**src/rtl/microseq_pkg.sv**
```systemverilog
// Shared types and helpers for the microcode sequencer: internal state enum,
// the 2-bit externally visible state encoding and the page-width function.
package microseq_pkg;

  typedef enum logic [2:0] {
    IDLE  = 3'd0,
    RUN   = 3'd1,
    BREAK = 3'd2,
    STEP  = 3'd3,
    HALT  = 3'd4
  } seq_state_e;

  localparam logic [1:0] STATE_OUT_IDLE  = 2'd0;
  localparam logic [1:0] STATE_OUT_RUN   = 2'd1;
  localparam logic [1:0] STATE_OUT_BREAK = 2'd2;
  localparam logic [1:0] STATE_OUT_HALT  = 2'd3;

  // max(1, clog2(n)) so a single-page build still has a 1-bit page field
  function automatic int page_w(input int n);
    return (n <= 2) ? 1 : $clog2(n);
  endfunction

  // A single-step is reported as RUN to the outside world
  function automatic logic [1:0] encode_state(input seq_state_e s);
    logic [1:0] enc;
    enc = STATE_OUT_IDLE;
    case (s)
      IDLE:       enc = STATE_OUT_IDLE;
      RUN, STEP:  enc = STATE_OUT_RUN;
      BREAK:      enc = STATE_OUT_BREAK;
      HALT:       enc = STATE_OUT_HALT;
      default:    enc = STATE_OUT_IDLE;
    endcase
    return enc;
  endfunction

endpackage

```
**src/rtl/microseq_if.sv**
```systemverilog
// Control/ROM bundle between the microcode sequencer (slave) and the CPU
// side that drives run control, instruction state and the microcode ROM (master).
interface microseq_if
  import microseq_pkg::*;
#(
  parameter int OPCODE_W  = 8,
  parameter int FLAG_W    = 4,
  parameter int STEP_W    = 3,
  parameter int CWORD_W   = 32,
  parameter int EXT_PAGES = 2
);
  localparam int PAGE_W = page_w(EXT_PAGES);
  localparam int ADDR_W = PAGE_W + FLAG_W + OPCODE_W + STEP_W;

  logic                run;
  logic                cont_req;
  logic                step_req;
  logic                ctrlen;
  logic [OPCODE_W-1:0] opcode;
  logic [FLAG_W-1:0]   flags;
  logic [CWORD_W-1:0]  ucode;
  logic [ADDR_W-1:0]   uaddr;
  logic [CWORD_W-1:0]  control_word;
  logic [1:0]          state;
  logic [STEP_W-1:0]   step;
  logic [PAGE_W-1:0]   page;
  logic [31:0]         ustep_count;
  logic [31:0]         instr_count;

  modport master (
    output run, cont_req, step_req, ctrlen, opcode, flags, ucode,
    input  uaddr, control_word, state, step, page, ustep_count, instr_count
  );

  modport slave (
    input  run, cont_req, step_req, ctrlen, opcode, flags, ucode,
    output uaddr, control_word, state, step, page, ustep_count, instr_count
  );

endinterface

```
**src/rtl/microseq_stepctr.sv**
```systemverilog
// Microstep and extension-page registers with their priority update:
// instruction reset, page extension, natural wrap, increment.
module microseq_stepctr
  import microseq_pkg::*;
#(
  parameter int STEP_W    = 3,
  parameter int EXT_PAGES = 2,
  localparam int PAGE_W   = page_w(EXT_PAGES)
) (
  input  logic              clk,
  input  logic              rst,
  input  logic              exec,
  input  logic              rstn,
  input  logic              extn,
  output logic [STEP_W-1:0] step,
  output logic [PAGE_W-1:0] page,
  output logic              instr_done
);

  localparam logic [STEP_W-1:0] STEP_MAX = {STEP_W{1'b1}};
  localparam logic [PAGE_W-1:0] PAGE_MAX = PAGE_W'(EXT_PAGES - 1);

  logic [STEP_W-1:0] step_q, step_d;
  logic [PAGE_W-1:0] page_q, page_d;

  always_comb begin
    step_d     = step_q;
    page_d     = page_q;
    instr_done = 1'b0;
    if (exec) begin
      if (!rstn) begin
        step_d     = '0;
        page_d     = '0;
        instr_done = 1'b1;
      end else if (!extn) begin
        step_d = '0;
        if (page_q != PAGE_MAX) page_d = page_q + 1'b1;
      end else if (step_q == STEP_MAX) begin
        step_d     = '0;
        page_d     = '0;
        instr_done = 1'b1;
      end else begin
        step_d = step_q + 1'b1;
      end
    end
  end

  always_ff @(posedge clk) begin
    if (rst) begin
      step_q <= '0;
      page_q <= '0;
    end else begin
      step_q <= step_d;
      page_q <= page_d;
    end
  end

  assign step = step_q;
  assign page = page_q;

endmodule

```
**src/rtl/microseq.sv**
```systemverilog
// Microcode sequencer top: run/break/step/halt FSM, ROM address formation and
// control word gating. Define MICROSEQ_PERF_CNT_EN to build the step/instruction counters.
//
//   state | meaning
//   IDLE  | not sequencing, waiting for run or step_req
//   RUN   | one microstep executes per clock
//   BREAK | paused on a breakpoint, step held
//   STEP  | executes exactly one microstep, then back to BREAK
//   HALT  | frozen until reset
module microseq
  import microseq_pkg::*;
#(
  parameter int OPCODE_W  = 8,
  parameter int FLAG_W    = 4,
  parameter int STEP_W    = 3,
  parameter int CWORD_W   = 32,
  parameter int EXT_PAGES = 2,
  parameter int RSTN_BIT  = 0,
  parameter int EXTN_BIT  = 1,
  parameter int BRK_BIT   = 2,
  parameter int HLT_BIT   = 3
) (
  input  logic        clk,
  input  logic        rst,
  microseq_if.slave   bus
);

  localparam int PAGE_W = page_w(EXT_PAGES);

  seq_state_e        state_q, state_d;
  logic              active;
  logic              instr_done;
  logic [STEP_W-1:0] step;
  logic [PAGE_W-1:0] page;
  logic              hlt, brk;

  assign active = (state_q == RUN) || (state_q == STEP);
  assign hlt    = bus.ucode[HLT_BIT];
  assign brk    = bus.ucode[BRK_BIT];

  microseq_stepctr #(
    .STEP_W    (STEP_W),
    .EXT_PAGES (EXT_PAGES)
  ) u_stepctr (
    .clk        (clk),
    .rst        (rst),
    .exec       (active),
    .rstn       (bus.ucode[RSTN_BIT]),
    .extn       (bus.ucode[EXTN_BIT]),
    .step       (step),
    .page       (page),
    .instr_done (instr_done)
  );

  always_comb begin
    state_d = state_q;
    case (state_q)
      IDLE: begin
        if (bus.step_req)  state_d = STEP;
        else if (bus.run)  state_d = RUN;
      end
      RUN: begin
        if (hlt)           state_d = HALT;
        else if (brk)      state_d = BREAK;
        else if (!bus.run) state_d = IDLE;
      end
      BREAK: begin
        if (bus.cont_req)      state_d = RUN;
        else if (bus.step_req) state_d = STEP;
      end
      STEP: begin
        state_d = hlt ? HALT : BREAK;
      end
      HALT:    state_d = HALT;
      default: state_d = IDLE;
    endcase
  end

  always_ff @(posedge clk) begin
    if (rst) state_q <= IDLE;
    else     state_q <= state_d;
  end

  assign bus.uaddr        = {page, bus.flags, bus.opcode, step};
  assign bus.control_word = (active && bus.ctrlen) ? bus.ucode : '0;
  assign bus.state        = encode_state(state_q);
  assign bus.step         = step;
  assign bus.page         = page;

`ifdef MICROSEQ_PERF_CNT_EN
  logic [31:0] ustep_cnt_q, ustep_cnt_d;
  logic [31:0] instr_cnt_q, instr_cnt_d;

  always_comb begin
    ustep_cnt_d = ustep_cnt_q;
    instr_cnt_d = instr_cnt_q;
    if (active)     ustep_cnt_d = ustep_cnt_q + 32'd1;
    if (instr_done) instr_cnt_d = instr_cnt_q + 32'd1;
  end

  always_ff @(posedge clk) begin
    if (rst) begin
      ustep_cnt_q <= '0;
      instr_cnt_q <= '0;
    end else begin
      ustep_cnt_q <= ustep_cnt_d;
      instr_cnt_q <= instr_cnt_d;
    end
  end

  assign bus.ustep_count = ustep_cnt_q;
  assign bus.instr_count = instr_cnt_q;
`else
  logic perf_unused;
  assign perf_unused     = instr_done;
  assign bus.ustep_count = '0;
  assign bus.instr_count = '0;
`endif

endmodule
```
**src/flat_wrapper.sv**
```systemverilog
// flat-port wrapper written by rule: the top's interface ports become plain ports
module microseq_flat import microseq_pkg::*;
#(
  parameter int OPCODE_W  = 8,
  parameter int FLAG_W    = 4,
  parameter int STEP_W    = 3,
  parameter int CWORD_W   = 32,
  parameter int EXT_PAGES = 2,
  parameter int RSTN_BIT  = 0,
  parameter int EXTN_BIT  = 1,
  parameter int BRK_BIT   = 2,
  parameter int HLT_BIT   = 3
)
  (clk, rst, bus_run, bus_cont_req, bus_step_req, bus_ctrlen, bus_opcode, bus_flags, bus_ucode, bus_uaddr, bus_control_word, bus_state, bus_step, bus_page, bus_ustep_count, bus_instr_count);
  microseq_if #(.OPCODE_W(OPCODE_W), .FLAG_W(FLAG_W), .STEP_W(STEP_W), .CWORD_W(CWORD_W), .EXT_PAGES(EXT_PAGES)) bus_i ();
  input  logic clk;
  input  logic rst;
  input wire logic [$bits(bus_i.run)-1:0] bus_run;
  input wire logic [$bits(bus_i.cont_req)-1:0] bus_cont_req;
  input wire logic [$bits(bus_i.step_req)-1:0] bus_step_req;
  input wire logic [$bits(bus_i.ctrlen)-1:0] bus_ctrlen;
  input wire logic [$bits(bus_i.opcode)-1:0] bus_opcode;
  input wire logic [$bits(bus_i.flags)-1:0] bus_flags;
  input wire logic [$bits(bus_i.ucode)-1:0] bus_ucode;
  output wire logic [$bits(bus_i.uaddr)-1:0] bus_uaddr;
  output wire logic [$bits(bus_i.control_word)-1:0] bus_control_word;
  output wire logic [$bits(bus_i.state)-1:0] bus_state;
  output wire logic [$bits(bus_i.step)-1:0] bus_step;
  output wire logic [$bits(bus_i.page)-1:0] bus_page;
  output wire logic [$bits(bus_i.ustep_count)-1:0] bus_ustep_count;
  output wire logic [$bits(bus_i.instr_count)-1:0] bus_instr_count;
  assign bus_i.run = bus_run;
  assign bus_i.cont_req = bus_cont_req;
  assign bus_i.step_req = bus_step_req;
  assign bus_i.ctrlen = bus_ctrlen;
  assign bus_i.opcode = bus_opcode;
  assign bus_i.flags = bus_flags;
  assign bus_i.ucode = bus_ucode;
  assign bus_uaddr = bus_i.uaddr;
  assign bus_control_word = bus_i.control_word;
  assign bus_state = bus_i.state;
  assign bus_step = bus_i.step;
  assign bus_page = bus_i.page;
  assign bus_ustep_count = bus_i.ustep_count;
  assign bus_instr_count = bus_i.instr_count;
  microseq #(.OPCODE_W(OPCODE_W), .FLAG_W(FLAG_W), .STEP_W(STEP_W), .CWORD_W(CWORD_W), .EXT_PAGES(EXT_PAGES), .RSTN_BIT(RSTN_BIT), .EXTN_BIT(EXTN_BIT), .BRK_BIT(BRK_BIT), .HLT_BIT(HLT_BIT)) u_core (.clk(clk), .rst(rst), .bus(bus_i));
endmodule
```
**config.mk**
```make
export PLATFORM = sky130hd
export DESIGN_NAME = microseq_flat
export DESIGN_NICKNAME = d
export VERILOG_FILES = /design/src/rtl/microseq_pkg.sv /design/src/rtl/microseq_if.sv /design/src/rtl/microseq_stepctr.sv /design/src/rtl/microseq.sv /design/src/flat_wrapper.sv
export SDC_FILE = /design/constraint.sdc
export NUM_CORES = 1
export LEC_CHECK = 0
export CORE_MARGIN = 5
export CORE_UTILIZATION = 25
export DETAILED_ROUTE_END_ITERATION = 16
export PLACE_DENSITY_LB_ADDON = 0.1
export RECOVER_POWER = 100
export SYNTH_ARGS = -nofsm -noshare
export SYNTH_HDL_FRONTEND = slang
export SYNTH_SLANG_ARGS = --single-unit
```
**constraint.sdc**
```tcl
create_clock -name clk -period 1.39 [get_ports clk]
set_input_delay 0.278 -clock clk [delete_from_list [all_inputs] [get_ports clk]]
set_output_delay 0.278 -clock clk [all_outputs]
set_load 0.01 [all_outputs]
```
; Word level (Yosys, flattened, before mapping)
; Index checks and enable logic that the tools add are counted.
[totals]
out_inout_bits = 118
ff_bits = 7
input_bits = 50
word_cells = 38
[op_classes]
eq_ne = 9
n_reduce_logical = 6
mux = 18
add_sub_neg = 2
[ops]
columns = cell, n
row1 = 2-to-1 mux 3 bit, 11
row2 = 2-to-1 mux 32 bit, 1
row3 = case mux 3 bit (5 select lines), 1
row4 = == test 3 x 2 -> 1 bit (second input constant), 2
row5 = == test 3 bit (second input constant), 2
row6 = != test 3 bit (second input constant), 2
row7 = case mux 2 bit (3 select lines), 1
row8 = 2-to-1 mux 1 bit, 4
row9 = != test 4 bit (second input constant), 1
row10 = adder 3 x 1 -> 3 bit (second input constant), 1
row11 = == test 3 x 1 -> 1 bit (second input constant), 1
row12 = logical NOT 3 bit, 1
row13 = != test 3 x 2 -> 1 bit (second input constant), 1
row14 = AND reduction 3 bit, 1
row15 = AND reduction 2 bit, 1
row16 = OR reduction 2 bit, 1
row17 = adder 1 bit (second input constant), 1
row18 = logical AND 1 bit, 1
row19 = logical OR 1 bit, 1

; Longest topological paths before layout
; Gate-level depths: netlist (run 1).
[depth]
word_depth = 4
ltp_mapped = 5
depth_no_buf = 5

; Modules after synthesis
; Synthesis (run 1) repeated with hierarchy kept, for this count alone.
[unflattened]
cells_unflattened = 163
hier_area_um2 = 1253.7
[by_module_without_submodules]
columns = mod, seq_area_each_um2, cells_per_inst, n_inst, area_each_um2
row1 = microseq, 60.1, 140, 1, 1054.8
row2 = microseq_stepctr, 80.1, 23, 1, 198.9

; Least setup slack after synthesis (run 1)
; No wires, ideal clock.
[synth_path]
kind = reg2out
from = register u_core.state_q[0]
to = output port bus_control_word[0]
path_slack_ns = 0.102
required_time_ns = 1.112
path_buffers = 3
stages_incl_launch_ff = 6
t_arrival_ns = 1.010
path_cell_list = dfxtp_1 > buf_6 > nor2b_1 > buf_4 > buf_6 > and3_1
[synth_via]
elab_chain_cells = 4
word_cells_on_any_way = 5
cone_classes = 2 x eq/ne / 1 x mux / 2 x reduce/logical
[synth_rtl]
columns = item, line
row1 = start: declaration, microseq.sv:30  ; seq_state_e state_q, state_d;
row2 = start signal: assignment, microseq.sv:81  ; else state_q <= state_d;
row3 = == test 3 x 1 -> 1 bit or == test 3 x 2 -> 1 bit (tied branches), microseq.sv:37  ; assign active = (state_q == RUN) || (state_q == STEP);
row4 = logical OR 1 bit *, microseq.sv:37
row5 = logical AND 1 bit *, microseq.sv:85  ; assign bus.control_word = (active && bus.ctrlen) ? bus.ucode : '0;
row6 = 2-to-1 mux 32 bit *, microseq.sv:85
row7 = end: declaration, flat_wrapper.sv:26  ; output wire logic [$bits(bus_i.control_word)-1:0] bus_control_word;
; Mark *: on every way between the ends. The rest lies on a longest branch, timed or not.

; Final worst setup path (run 1)
[layout_path]
from = register u_core.state_q[0]
to = output port bus_control_word[2]
; The elaborated chain is that of the path after synthesis.

==> qor.yml, run 1 <==
cells_and_area:
  num-fill-cells: 496
  drive_above_1_share_pct: 41.2
  syn_to_final_growth_pct: 80.0
  multi_input_area_sq_um: 798
  diodes: 0
  nets: 308
  register_area_sq_um: 143
critical_path:
  endpoint_kind: "primary output"
  crit_chain: "nor2b_4 > buf_6 > buf_12 > buf_6 > and3_4 > buf_6"
  r2r_cells: 6
  cp.required_ns: 1.11
  critPathKind: "reg2out"
  ff2ff_setup_slack_ns: 0.09
  reg2reg_to: "u_core.state_q[1]"
  critPathLaunchType: "flop"
  cp.arrival_ns: 1.37
  cpPeakStageDelay_ns: 0.32
  r2r-start: "u_core.state_q[0]"
  worst-path-max-fanout: 5
  cp_slowest_cell: "dfxtp_2"
  critPathMostFrequentCell: "buf_6"
routing:
  num_vias: 1205
  drtAntennaViolNets: 0
  drt_iter0_markers: 14
  drc: 0
  vias_per_cell: 3.74
  wl_mm: 4.07
  wire_per_inst_microns: 12.6
  dr.pass1.iters: 2
placement:
  place_hpwl_mm: 2.96
  io_buffers: 79
  place_ws_ns: -0.561
  gp_congestion: 0.684
run:
  cap_viol_max_count: 0
global_route:
  grt_pass1_wl_mm: 5.49
  grt_usage_pct: 10.6
  grt_pass1_vias: 1118
  grt_max_degree: 20
  gr-total-overflow: 0
  antenna_found_initial: 0
floorplan:
  ioPinCount: 168
  die_y_microns: 80.0
  core-area_sq_um: 4720
  row_count: 25
  die-area_sq_um: 6390
  initial_core_util_pct: 25.9
  die_w_microns: 80.0
yosys:
  yosys_register_bits: 7
  synth_compound_area_share_pct: 5.62
  yosysWarnings: 0
  yosysUniqueCellTypes: 22
  ys.flop_type: "dfxtp_1"
  synth_cells: 161
  ys_seq_area_share_pct: 11.5
  syn-cell-area_sq_um: 1220
  synthAdderAreaFrac_pct: 2.04
  synthMuxAreaShare_pct: 0.920
  yosys.area_share.simple_pct: 24.6
  synth_top_family_by_area: "buffers and inverters"
  synthArstFlopShare_pct: 0
  synth_edf_count: 0
  avgSynthCellArea_sq_um: 7.60
  synth-xor-area-share_pct: 0.716
timing:
  drv_slew: 0
  clock_skew_ns: 0.000504
  setup_viol: 34
  fin_ws_ns: -0.256
  min_period_ns: 1.65
  rsz0062_at_grt: "yes"
  fmax_mhz: 607
  min_period_over_period_pct: 118
  hold_viol: 0
pwr:
  peakVddDrop_v: 0.000306
  p_total_mw: 1.33
  total_leakage_power_nw: 1.13
  powerDensity_nw_per_um2: 606
worst_hold_path:
  hold-path-endpoint: "u_core.u_stepctr.page"
  hp-class: "reg2reg"
  hold_depth: 2
  min_from: "u_core.u_stepctr.page"
clock_tree:
  ctsHoldBuffers: 0
  cts_sinks: 7
  cts_root_buf: "clkbuf_8"
  clk_pin_slew_ns: 0.04
  cts_buffer_depth: 2
  cts_made_buffers: 3
  clk_latency_ns: 0.23
  htreeDepth: 1
  cts_tree: "built"
run_status:
  status: "finished with violations"
  violations: "negative setup slack"
## cell type report
class | count | area share (%)
Multi-Input combinational cell | 129 | 36.3
Tap cell | 67 | 3.81
Clock buffer | 4 | 2.05
Timing Repair Buffer | 115 | 51.4
Sequential cell | 7 | 6.48
## metrics by stage
stage	cell area (sq um)	hold slack, ns	instances	util, %	TNS, ns
2_1_floorplan	1460	0.347	224	-	0
3_3_place_gp	1780	0.477	296	37.6	-17.66
3_5_place_dp	1780	0.491	296	37.6	-17.35
4_1_cts	1990	0.492	319	42.1	-5.68
5_1_grt	2200	0.520	322	46.6	-7.38
6_report	2200	0.489	322	46.6	-5.39
## cell families after synthesis
family,after synthesis
and+or+nand+nor,51
adders and majority gates,2
other,1
xor gates and xnor gates,1
muxes,1
buffers and inverters,88
AOI/OAI and AO/OA,10
DFF,7
## cell usage after synthesis, drive strengths merged (2+ instances only)
library cell,n,area share [%]
a21oi,5,2.0
and3,32,16
buf,85,53
clkbuf,3,0.92
dfxtp,7,11
ha,2,2.0
nand2,6,1.8
nand2b,2,1.0
nand3b,2,1.2
nand4,3,1.5
nor2,3,0.92
nor2b,2,1.0
## cells in the final DEF, fill, tap and decap left out, drive strengths merged
cell | synthesis | final
buf | 85 | 70
conb | 1 | 64
clkdlybuf4s50 | 0 | 35
and3 | 32 | 32
dlygate4sd2 | 0 | 9
dfxtp | 7 | 7
nand2 | 6 | 6
a21oi | 5 | 5
clkbuf | 3 | 4
nand4 | 3 | 3
nor2 | 3 | 3
nand2b | 2 | 2
nand3b | 2 | 2
ha | 2 | 2
nor2b | 2 | 2
xnor2 | 1 | 1
or3b | 1 | 1
o31ai | 1 | 1
o311a | 1 | 1
o21ai | 1 | 1
mux2 | 1 | 1
o22ai | 1 | 1
a2111oi | 1 | 1
dlygate4sd3 | 0 | 1
## worst max-delay path by stage
stage | start | endpoint | slack [ns] | cells past startpoint
2_1_floorplan | u_core.state_q[0] | bus_control_word[0] | 0.10 | 5
3_3_place_gp | bus_ctrlen | bus_control_word[13] | -0.57 | 4
3_5_place_dp | bus_ctrlen | bus_control_word[23] | -0.56 | 4
4_1_cts | u_core.state_q[0] | bus_control_word[2] | -0.29 | 6
5_1_grt | u_core.state_q[0] | bus_control_word[2] | -0.31 | 6
6_report | u_core.state_q[0] | bus_control_word[2] | -0.26 | 6
## report_power, final
part           leakage [nW]  internal (mW)  total, mW  switching [mW]
combinational          1.05          0.477      0.818           0.341
clock                0.0228          0.199      0.290          0.0909
sequential           0.0578          0.217      0.227         0.00975
total                  1.13          0.892       1.33           0.442
## state kept, by name, summed over array words and instances, names as in the netlist
| register | cells |
|---|---|
| u_core.state_q | 3 |
| u_core.u_stepctr.step | 3 |
| u_core.u_stepctr.page | 1 |
## metal layers
metal  GRT usage (%)  vias to the layer above  part of all wire (%)  wire length, microns
met5               0                        -                     0                     0
met4            2.87                        0                   1.2                    48
met3            3.16                        8                    12                   494
met2            19.2                       84                    51                  2060
met1            11.9                      534                    36                  1460
li1                -                      579                     -                     -
## critical path: cells and delay by family (launching register included)
family,cells,cell delay [ns]
AND/OR/NAND/NOR,2,0.40
flip-flops,1,0.32
buffers and inverters,4,0.42
## what timing repair did
action,in CTS,in global routing
cloned,2,0
pin swaps,19,12
gates resized for setup,190,39
setup buffers,17,3
endpoints found under the setup margin,42,36
Note: power is estimated with default switching activity, not from simulation.
==> run 2, diff against run 1 <==
--- a/config.mk
+++ b/config.mk
@@ -8,7 +8,7 @@
 export CORE_MARGIN = 5
 export CORE_UTILIZATION = 25
 export DETAILED_ROUTE_END_ITERATION = 16
-export PLACE_DENSITY_LB_ADDON = 0.1
+export PLACE_DENSITY_LB_ADDON = 0.3
 export RECOVER_POWER = 100
 export SYNTH_ARGS = -nofsm -noshare
 export SYNTH_HDL_FRONTEND = slang
==> run 2 against run 1 <==
  * Sequential cell count did not move
  * The flow still finishes with violations (negative setup slack)
  * Setup slack improved by 0.074 ns
  * Worst hold slack got worse by 0.013 ns
  * Largest power group unchanged
  * Wire length down 6.4%
==> qor.yml, run 2 (synthesized netlist as in run 1, its figures left out) <==
floorplan:
  core-area_sq_um: 4720
  die_y_microns: 80.0
  die-area_sq_um: 6390
  ioPinCount: 168
  row_count: 25
  initial_core_util_pct: 25.9
  die_w_microns: 80.0
clock_tree:
  clk_latency_ns: 0.23
  cts_root_buf: "clkbuf_8"
  cts_buffer_depth: 2
  ctsHoldBuffers: 0
  htreeDepth: 1
  cts_made_buffers: 3
  clk_pin_slew_ns: 0.04
  cts_tree: "built"
  cts_sinks: 7
timing:
  clock_skew_ns: 0.000515
  fin_ws_ns: -0.182
  min_period_over_period_pct: 113
  drv_slew: 0
  setup_viol: 33
  whs_ns: 0.476
  setup-tns-final_ns: -3.91
  min_period_ns: 1.57
  hold_viol: 0
  fmax_mhz: 636
  rsz0062_at_grt: "yes"
cells_and_area:
  syn_to_final_growth_pct: 51.1
  layout_commonest_cell: "conb_1"
  drive_above_1_share_pct: 29.3
  fin_util_pct: 39.2
  num-fill-cells: 513
  most-common-layout-cells: "conb_1 (64), clkdlybuf4s50_1 (34), and3_1 (27)"
  diodes: 0
  finalNonFillerCells: 309
  nets: 295
global_route:
  gr-total-overflow: 0
  antenna_found_initial: 0
  grt_pass1_wl_mm: 4.97
  grt_pass1_vias: 1001
  grt_usage_pct: 9.68
  grt_max_degree: 17
placement:
  dp.cells: 297
  gp_congestion: 0.766
  place_hpwl_mm: 3.07
  io_buffers: 79
critical_path:
  endpoint_kind: "primary output"
  worst-path-max-fanout: 6
  critPathKind: "reg2out"
  critPathLaunchType: "flop"
  cp.arrival_ns: 1.29
  cp.required_ns: 1.11
  ff2ff_setup_slack_ns: 0.12
run_status:
  status: "finished with violations"
  violations: "negative setup slack"
run:
  cap_viol_max_count: 0
routing:
  dr.pass1.iters: 4
  drt_iter0_markers: 19
  wl_mm: 3.80
  vias_per_cell: 3.68
  wire_per_inst_microns: 12.3
  drtAntennaViolNets: 0
  num_vias: 1138
  drc: 0
pwr:
  p_total_mw: 1.14
  total_leakage_power_nw: 1.09
  powerDensity_nw_per_um2: 617
  peakVddDrop_v: 0.000487
worst_hold_path:
  hp-class: "reg2reg"
run 2: cell types whose count changed in the layout (fill, tap and decap cells not counted), sizes merged:
cell / previous run / this run
buf: 70 / 56
bufbuf: 0 / 1
clkdlybuf4s50: 35 / 34
dlygate4sd2: 9 / 10
run 2: critical path, stage by stage (launching register included):
cell,delay (ns)
dfxtp_2,0.32
nor2b_4,0.18
buf_6,0.12
buf_6,0.11
buf_6,0.09
and3_4,0.16
buf_6,0.10
run 2: what timing repair did:
action / CTS / global route
setup buffers: 4 / 3
gates resized for setup: 162 / 10
pin swaps: 5 / 0
hold endpoints to repair: 0 / 0
setup endpoints to repair: 42 / 33
gates cloned: 2 / 1
run 2: layout make-up:
| cell class | instances | area (sq um) | share of cell area, % |
|---|---|---|---|
| repair buffers | 102 | 880 | 47.6 |
| clock buffers | 4 | 45.0 | 2.44 |
| flip-flops and latches | 7 | 143 | 7.71 |
| multi-input cells | 129 | 698 | 37.8 |
| well taps | 67 | 83.8 | 4.53 |
run 2: path summary, 6_finish.rpt:
path | from | endpoint | depth (start not counted)
worst min-delay path | u_core.u_stepctr.step[1] | u_core.u_stepctr.step[1] | 2
worst min register to register | u_core.u_stepctr.step[1] | u_core.u_stepctr.step[1] | 2
worst max-delay path | u_core.state_q[0] | bus_control_word[6] | 6
worst max register to register | u_core.state_q[0] | u_core.state_q[1] | 5
run 2: per-stage QoR:
step	worst slack (ns)	area, sq um
3_3_place_gp	-0.589	1800
6_report	-0.182	1850
5_1_grt	-0.252	1850
2_1_floorplan	0.102	1460
4_1_cts	-0.198	1790
3_5_place_dp	-0.611	1800
run 2: where the power goes:
group          internal (mW)  total [mW]  leakage [nW]  switching, mW
Sequential             0.217       0.228        0.0578         0.0103
Combinational          0.333       0.627          1.01          0.294
Clock                  0.198       0.286        0.0228         0.0873
Total                  0.749        1.14          1.09          0.392
run 2: routing by layer:
layer  part of all wire, %  wire [microns]  vias to the layer above  GRT usage, %
li1                      -               -                      557             -
met1                    37            1410                      491          11.2
met2                    48            1830                       84          17.1
met3                    14             527                        6          3.16
met4                  0.92              35                        0          2.20
met5                     0               0                        -             0
==> run 3, diff against run 2 <==
--- a/config.mk
+++ b/config.mk
@@ -10,6 +10,7 @@
 export DETAILED_ROUTE_END_ITERATION = 16
 export PLACE_DENSITY_LB_ADDON = 0.3
 export RECOVER_POWER = 100
+export REMOVE_ABC_BUFFERS = 1
 export SYNTH_ARGS = -nofsm -noshare
 export SYNTH_HDL_FRONTEND = slang
 export SYNTH_SLANG_ARGS = --single-unit
==> run 3 against run 2 <==
  * The run still ends with negative setup slack left
  * Final cell count fell by 2.9%
  * Count of clock-buffer cells in the layout unchanged
  * Via count shrank 2.1%
  * Maximum frequency rose by 6.6%
  * Cell area decreased by 7.4%
  * Critical path depth shrank 2
  * Largest cell class unchanged
==> qor.yml, run 3 (synthesized netlist as in run 1, its figures left out) <==
run_status:
  status: "finished with violations"
  violations: "negative setup slack"
pwr:
  total_leakage_power_nw: 1.04
  peakVddDrop_v: 0.000249
  powerDensity_nw_per_um2: 618
routing:
  drc: 0
  wire_per_inst_microns: 11.5
  dr.pass1.iters: 3
  drtAntennaViolNets: 0
  wl_mm: 3.44
  drt_iter0_markers: 47
  vias_per_cell: 3.71
  num_vias: 1114
worst_hold_path:
  hold_depth: 2
  hold-path-endpoint: "u_core.u_stepctr.step[1]"
  min_from: "u_core.u_stepctr.step[1]"
  hp-class: "reg2reg"
floorplan:
  row_count: 25
  die_y_microns: 80.0
  ioPinCount: 168
  die-area_sq_um: 6390
  core-area_sq_um: 4720
  initial_core_util_pct: 25.9
  die_w_microns: 80.0
critical_path:
  cpPeakStageDelay_ns: 0.33
  cp.arrival_ns: 1.20
  r2r_cells: 5
  worst-path-max-fanout: 24
  critPathKind: "reg2out"
  critPathLaunchType: "flop"
  endpoint_kind: "primary output"
  ff2ff_setup_slack_ns: 0.22
  cp_slowest_cell: "dfxtp_2"
  r2r-start: "u_core.state_q[2]"
  cp.required_ns: 1.11
  reg2reg_to: "u_core.u_stepctr.page"
  crit_chain: "nor2b_4 > buf_12 > and3_1 > buf_2"
timing:
  min_period_over_period_pct: 106
  fmax_mhz: 678
  min_period_ns: 1.48
  setup_viol: 33
  clock_skew_ns: 0.00201
  rsz0062_at_grt: "yes"
  setup-tns-final_ns: -1.69
  drv_slew: 0
  hold_viol: 0
  whs_ns: 0.474
  fin_ws_ns: -0.0855
global_route:
  grt_pass1_vias: 1026
  grt_max_degree: 25
  antenna_found_initial: 0
  grt_usage_pct: 9.10
  gr-total-overflow: 0
  grt_pass1_wl_mm: 4.64
clock_tree:
  cts_made_buffers: 3
  cts_buffer_depth: 2
  clk_pin_slew_ns: 0.04
  clk_latency_ns: 0.23
  cts_tree: "built"
  cts_sinks: 7
  cts_root_buf: "clkbuf_8"
  htreeDepth: 1
run:
  cap_viol_max_count: 0
cells_and_area:
  stdcell_area_sq_um: 1710
  most-common-layout-cells: "conb_1 (64), clkdlybuf4s50_1 (36), buf_2 (33)"
  diodes: 0
  syn_to_final_growth_pct: 40.0
  fin_util_pct: 36.3
  drive_above_1_share_pct: 24.0
  layout_commonest_cell: "conb_1"
  nets: 286
  finalNonFillerCells: 300
placement:
  place_hpwl_mm: 2.77
  dp.cells: 295
  dpl_cell_area_sq_um: 1800
  gp_congestion: 0.670
  io_buffers: 79
run 3: changes by cell type in the layout (fill, tap and decap cells not counted), sizes merged:
| cell | change |
|---|---|
| buf | -10 |
| dlygate4sd2 | -1 |
| dlygate4sd3 | -1 |
| clkdlybuf4s50 | +2 |
| clkbuf | +1 |
run 3: area by class of cell:
class	count	area, sq um
Tap cell	67	83.8
Multi-Input combinational cell	129	668
Clock buffer	4	45.0
Sequential cell	7	145
Timing Repair Buffer	93	771
Fill cell	526	3010
run 3: what timing repair did:
action | CTS | global route
setup buffers | 0 | 0
gates cloned | 1 | 0
endpoints found under the setup margin | 42 | 33
pin swaps | 0 | 1
hold buffers | 0 | 0
gates resized for setup | 123 | 30
run 3: worst max-delay path, delay by kind of cell, from the launching register on:
family                 cells  cell delay (ns)
buffers and inverters      2             0.29
DFF                        1             0.33
and+or+nand+nor            2             0.35
run 3: worst max path at each step:
stage / slack, ns / start / endpoint / cells past startpoint
2_1_floorplan: -0.57 / u_core.state_q[0] / bus_control_word[0] / 2
3_3_place_gp: -0.55 / bus_ctrlen / bus_control_word[24] / 4
3_5_place_dp: -0.57 / bus_ctrlen / bus_control_word[8] / 4
4_1_cts: -0.21 / u_core.state_q[0] / bus_control_word[27] / 4
5_1_grt: -0.16 / u_core.state_q[0] / bus_control_word[8] / 4
6_report: -0.09 / u_core.state_q[0] / bus_control_word[8] / 4
run 3: stage by stage:
step                      power, mW  setup slack (ns)
final                          1.06           -0.0855
after global routing           1.14            -0.164
after CTS                      1.06            -0.206
after detailed placement      0.803            -0.565
after global placement        0.802            -0.549
after floorplan               0.457            -0.571
run 3: per-layer routing:
| layer | track usage [%] | share of wire [%] | up-vias | wire [microns] |
|---|---|---|---|---|
| li1 | - | - | 537 | - |
| met1 | 9.05 | 33 | 473 | 1120 |
| met2 | 16.2 | 50 | 100 | 1730 |
| met3 | 5.30 | 16 | 4 | 562 |
| met4 | 2.03 | 0.81 | 0 | 28 |
| met5 | 0 | 0 | - | 0 |
run 3: power breakdown:
part           internal [mW]  switching (mW)  leakage (nW)
Sequential             0.217          0.0110        0.0581
Clock                  0.199          0.0908        0.0228
Combinational          0.274           0.267         0.961
